===== config.mk =====
export PLATFORM = sky130hd
export DESIGN_NAME = interrupt_scheduler
export DESIGN_NICKNAME = d
export VERILOG_FILES = /design/src/rtl/csr_types.sv /design/src/rtl/irq_priority_picker.sv /design/src/rtl/interrupt_scheduler.sv
export SDC_FILE = /design/constraint.sdc
export NUM_CORES = 1
export LEC_CHECK = 0
export ABC_AREA = 1
export ABC_CLOCK_PERIOD_IN_PS = 1520
export CAP_MARGIN = 0
export CORE_UTILIZATION = 35
export CTS_CLUSTER_SIZE = 10
export DETAILED_ROUTE_END_ITERATION = 10
export GPL_TIMING_DRIVEN = 0
export HOLD_SLACK_MARGIN = 0.1
export SYNTH_ARGS = -nofsm -noshare
export SYNTH_HDL_FRONTEND = slang
export SYNTH_SLANG_ARGS = --single-unit
export TNS_END_PERCENT = 10

===== constraint.sdc =====
create_clock -name clk -period 1.52 [get_ports clk]
set_input_delay 0.152 -clock clk [delete_from_list [all_inputs] [get_ports clk]]
set_output_delay 0.152 -clock clk [all_outputs]
set_load 0.005 [all_outputs]

===== src/rtl/csr_types.sv =====
// Shared CSR/interrupt types: cause code width, scheduler state encoding and
// the architectural upper bound on interrupt sources.
package csr_types;
  localparam int MAX_IRQ_SRC = 32;

  typedef logic [4:0] irq_cause_t;

  typedef enum logic [1:0] {
    IDLE    = 2'd0,
    SETTLE  = 2'd1,
    PRESENT = 2'd2,
    HOLDOFF = 2'd3
  } interrupt_sched_state_t;
endpackage


===== src/rtl/irq_priority_picker.sv =====
// Combinational find-first over a request vector, starting at a rotate base
// and wrapping around; base = 0 gives plain lowest-index priority.
module irq_priority_picker
  import csr_types::*;
#(
  parameter int N = 8
) (
  input  logic [N-1:0] req,
  input  irq_cause_t   base,
  output logic         valid,
  output irq_cause_t   idx
);

  logic [2*N-1:0] dbl;
  logic [2*N-1:0] shifted;
  logic [N-1:0]   rot;
  logic [5:0]     sum;

  // Rotating a doubled copy right by base puts source 'base' at bit 0.
  always_comb begin
    dbl     = {req, req};
    shifted = dbl >> base;
    rot     = shifted[N-1:0];
  end

  always_comb begin
    valid = 1'b0;
    idx   = '0;
    sum   = '0;
    for (int i = 0; i < N; i++) begin
      if (!valid && rot[i]) begin
        valid = 1'b1;
        sum   = 6'(base) + 6'(i);
        if (sum >= 6'(N)) sum = sum - 6'(N);
        idx   = sum[4:0];
      end
    end
  end

endmodule


===== src/rtl/interrupt_scheduler.sv =====
// Interrupt scheduler: settles, latches and presents one interrupt to gc, then
// enforces a holdoff gap. Define INTERRUPT_SCHEDULER_ROUND_ROBIN_EN for rotating priority.
module interrupt_scheduler
  import csr_types::*;
#(
  parameter int NUM_SRC        = 8,
  parameter int SETTLE_CYCLES  = 2,
  parameter int HOLDOFF_CYCLES = 4
) (
  input  logic                   clk,
  input  logic                   rst,
  input  logic [NUM_SRC-1:0]     irq_src,
  input  logic [NUM_SRC-1:0]     irq_enable,
  input  logic                   global_enable,
  input  logic                   interrupt_taken,
  output logic                   interrupt_pending,
  output irq_cause_t             interrupt_cause,
  output logic                   sched_busy,
  output interrupt_sched_state_t state_dbg
);

  // Handshake: interrupt_pending is a level request held for the whole PRESENT
  // state; gc answers with a one-cycle interrupt_taken while pending is high.
  // A take seen outside PRESENT is ignored.

  localparam logic [3:0] SETTLE_LAST  = 4'(SETTLE_CYCLES  > 0 ? SETTLE_CYCLES  - 1 : 0);
  localparam logic [3:0] HOLDOFF_LAST = 4'(HOLDOFF_CYCLES > 0 ? HOLDOFF_CYCLES - 1 : 0);

  interrupt_sched_state_t state, state_n;
  logic [3:0]             counter, counter_n, counter_inc;
  logic                   pending_n;
  irq_cause_t             cause_n;
  logic [NUM_SRC-1:0]     active;
  logic [MAX_IRQ_SRC-1:0] active_ext;
  logic                   win_valid;
  irq_cause_t             win_idx;
  irq_cause_t             pick_base;

  always_comb begin
    active     = irq_src & irq_enable & {NUM_SRC{global_enable}};
    active_ext = '0;
    active_ext[NUM_SRC-1:0] = active;
  end

`ifdef INTERRUPT_SCHEDULER_ROUND_ROBIN_EN
  irq_cause_t rr_ptr, rr_ptr_n;
  assign pick_base = rr_ptr;
`else
  assign pick_base = '0;
`endif

  irq_priority_picker #(.N(NUM_SRC)) u_picker (
    .req   (active),
    .base  (pick_base),
    .valid (win_valid),
    .idx   (win_idx)
  );

  assign counter_inc = (counter == 4'hF) ? counter : counter + 4'd1;
  assign sched_busy  = (state != IDLE);
  assign state_dbg   = state;

  always_comb begin
    state_n   = state;
    counter_n = counter;
    pending_n = interrupt_pending;
    cause_n   = interrupt_cause;
`ifdef INTERRUPT_SCHEDULER_ROUND_ROBIN_EN
    rr_ptr_n  = rr_ptr;
`endif
    case (state)
      IDLE: begin
        if (win_valid) begin
          if (SETTLE_CYCLES == 0) begin
            state_n   = PRESENT;
            pending_n = 1'b1;
            cause_n   = win_idx;
          end else begin
            state_n   = SETTLE;
            counter_n = 4'd0;
          end
        end
      end
      SETTLE: begin
        if (!win_valid) begin
          state_n = IDLE;
        end else if (counter == SETTLE_LAST) begin
          state_n   = PRESENT;
          pending_n = 1'b1;
          cause_n   = win_idx;
        end else begin
          counter_n = counter_inc;
        end
      end
      PRESENT: begin
        // A take in the same cycle as a withdraw is still honoured.
        if (interrupt_taken) begin
          pending_n = 1'b0;
          counter_n = 4'd0;
          state_n   = (HOLDOFF_CYCLES == 0) ? IDLE : HOLDOFF;
`ifdef INTERRUPT_SCHEDULER_ROUND_ROBIN_EN
          rr_ptr_n  = (interrupt_cause == 5'(NUM_SRC - 1)) ? '0 : interrupt_cause + 5'd1;
`endif
        end else if (!active_ext[interrupt_cause]) begin
          pending_n = 1'b0;
          state_n   = IDLE;
        end
      end
      HOLDOFF: begin
        if (counter == HOLDOFF_LAST) state_n = IDLE;
        else                         counter_n = counter_inc;
      end
      default: state_n = IDLE;
    endcase
  end

  always_ff @(posedge clk) begin
    if (rst) begin
      state             <= IDLE;
      counter           <= 4'd0;
      interrupt_pending <= 1'b0;
      interrupt_cause   <= '0;
`ifdef INTERRUPT_SCHEDULER_ROUND_ROBIN_EN
      rr_ptr            <= '0;
`endif
    end else begin
      state             <= state_n;
      counter           <= counter_n;
      interrupt_pending <= pending_n;
      interrupt_cause   <= cause_n;
`ifdef INTERRUPT_SCHEDULER_ROUND_ROBIN_EN
      rr_ptr            <= rr_ptr_n;
`endif
    end
  end

endmodule


==> results.yml <==
critical_path:
  slowest_stage: "clkdlybuf4s50_1"
  arrival_ns: 1.30
  cp_max_fo: 7
  cp-start-kind: "register"
  critPathMaxStageDelay_ns: 0.50
  path_delay_family: "buffers and inverters"
  cp.required_ns: 1.37
  cp-end-kind: "primary output"
  path_buf_inv: 2
  crit_type: "register to primary output"
  crit_chain: "inv_4 -> nand2_2 -> clkdlybuf4s50_1"
  r2r_slack_ns: 0.09
clock_network:
  clk_latency_ns: 0.25
  cts_buffers: 3
  h-tree-depth: 1
  cts_buffer_depth: 2
  root_buffer: "clkbuf_4"
  cts_tree: "done"
  cts.sinks: 10
  path_clk_slew_ns: 0.06
  hold_buffers: 0
synth:
  ys_types: 25
  synth_adder_area_share: 0.0300
  synthTopCellsByCount: "nand2_1, nor2_1, nand3_1, inv_1"
  synth_area_leaders: "dfxtp_1, nand2_1, nand3_1"
  synth_edf_count: 0
  postSynthCellCount: 129
  synth_top_area_cell: "dfxtp_1"
  avgSynthCellArea_sq_um: 6.46
  synth_top_family_by_area: "simple AND/OR/NAND/NOR gates"
  synthMuxAreaShare: 0
  synth_warnings: 0
  synth-compound-area-share: 0.129
  yosysMostFrequentCell: "nand2_1"
  syn-cell-area_sq_um: 833
  synth_top_area_share: 0.240
  synth_xor_area_frac: 0
  ys.flop_type: "dfxtp_1"
  seq_area_frac_synth: 0.240
  synth_simple_gate_area_frac: 0.502
  synthArstFlopShare: 0
  synth_seq_cells: 10
power:
  power_density_mw_per_mm2: 905
  power.internal_w: 0.000673
  total_power_w: 0.00113
  power.net_switching_w: 0.000454
  swShare: 0.403
  pwr-share-comb: 0.507
  clkPwrFrac: 0.149
  pwr-share-seq: 0.345
  peakVddDrop_v: 0.000880
  p_leak_nw: 0.558
global_routing:
  grt.total_usage: 0.172
  busiest_layer: "met2"
  grt_pass1_vias: 868
  overflow: 0
  antenna_found_initial: 0
  use_met3: 0.0182
  grt_max_degree: 10
  grt_util_met2: 0.302
  grt_pass1_wl_um: 3430
  use_met1: 0.210
finish:
  fillers: 230
  stdcell_area_sq_mm: 0.00125
  layout-drive-gt1-share: 0.273
  area_delta_synth_final_pct: 49.6
  multiInputGateArea_sq_um: 613
  num_antenna_cells: 0
  regArea_sq_um: 206
  fin_nets: 185
route:
  routed-via-count: 925
  drc: 0
  drt-total-wl_um: 2080
  antenna_left: 0
  first_pass_iters: 4
  vias_per_cell: 4.89
  drt_iter0_drc: 18
  routedWlPerCell_um: 11.0
floorplan:
  die_w_um: 50.8
  rows: 17
  initial_utilization: 0.373
  die_area_sq_mm: 0.00258
  io_pins: 29
  die_h_um: 50.8
  coreArea_sq_mm: 0.00223
sta:
  timing.hold.ws_ns: 0.453
  skew_ns: 0.000866
  setup_viol: 0
  final_hold_viol_count: 0
  worst_slack_ns: 0.0645
  max_freq_ghz: 0.687
  period_share: 0.958
  drv_slew: 0
  post-route-min-period_ns: 1.46
placement:
  portBuffers: 25
  dp_slack_ns: -0.181
  place_area_sq_mm: 0.00112
  place.gp.congestion: 0.755
  dpl.hpwl_um: 1670
flow_run:
  drv_cap: 0
run_status:
  outcome: "finished, final reports clean"
min_path:
  hold_class: "primary input to register"
-- metal layers --
layer	up-vias	part of all wire
met5	-	0
met4	0	0.0091
met3	2	0.039
met2	17	0.48
met1	415	0.47
li1	491	-
-- power groups by stage --
| stage | Combinational, W | Clock (W) | Sequential [W] |
|---|---|---|---|
| 2_1_floorplan | 0.000314 | 0 | 0.000364 |
| 3_3_place_gp | 0.000500 | 0 | 0.000374 |
| 3_5_place_dp | 0.000503 | 0 | 0.000376 |
| 4_1_cts | 0.000506 | 0.000176 | 0.000379 |
| 5_1_grt | 0.000650 | 0.000184 | 0.000396 |
| 6_report | 0.000572 | 0.000167 | 0.000388 |
-- worst register-to-register path, delay by kind of cell, from the launching register on --
kind	cells	cell delay (ns)
AOI/OAI and AO/OA	3	0.36
adders and majority gates	1	0.18
and+or+nand+nor	2	0.30
buffers and inverters	1	0.09
DFF	1	0.42
-- cell families after synthesis --
kind of cell               count (synthesis)
and+or+nand+nor                           79
AOI/OAI and AO/OA                         20
buffers and inverters                     17
DFF                                       10
adders and majority gates                  2
other                                      1
-- sequential cells by signal, indices dropped and copies added (netlist names) --
signal and count:
interrupt_cause 3, state_dbg 2, counter 4, interrupt_pending 1
-- what timing repair did --
action                                  4_1_cts  5_1_grt
pin swaps                                     0       10
buffers inserted                              0        3
endpoints found under the setup margin        1        8
resized for setup                             3       29
-- cell type report --
| cell class | instances | area share |
|---|---|---|
| buffer | 3 | 0.0211 |
| clock buffer | 3 | 0.0181 |
| inverter | 14 | 0.0462 |
| multi-input combinational | 103 | 0.492 |
| sequential | 10 | 0.166 |
| tap | 28 | 0.0281 |
| timing repair buffer | 28 | 0.229 |
-- metrics by stage --
step                       TNS, ns   util  cells
after floorplan                  0      -    130
after global placement       -1.11  0.503    183
after detailed placement     -1.28  0.503    183
after CTS                        0  0.514    186
after global routing      -0.00455  0.558    189
final                            0  0.558    189
-- layout by cell type (no fill, tap or decap), types with 2 or more instances in the layout --
master	Yosys	routed
a21oi_1	6	6
buf_4	2	5
clkbuf_4	0	3
clkdlybuf4s50_1	0	20
conb_1	1	2
dfxtp_1	10	7
dfxtp_2	0	2
dlymetal6s2s_1	0	5
inv_1	12	10
inv_2	2	2
inv_4	0	2
nand2_1	23	22
nand2_2	5	5
nand2_4	1	2
nand3_1	15	13
nand3_2	5	6
nor2_1	18	14
nor2_2	0	4
nor2_4	2	2
nor3_1	5	3
nor3_2	0	2
o21ai_0	10	5
o21ai_1	2	5
o21ai_2	1	3
-- worst paths after layout --
kind	startpoint	to	cells past startpoint
worst max-delay path	state_dbg[0]$_SDFFE_PP0P_	sched_busy	3
worst min-delay path	global_enable	interrupt_cause[2]$_SDFFE_PP0P_	5
worst max register to register	counter[0]$_SDFFE_PP0P_	interrupt_cause[1]$_SDFFE_PP0P_	7
worst min register to register	interrupt_pending$_SDFFE_PP0P_	interrupt_pending$_SDFFE_PP0P_	2
(Power assumes the default switching activity.)
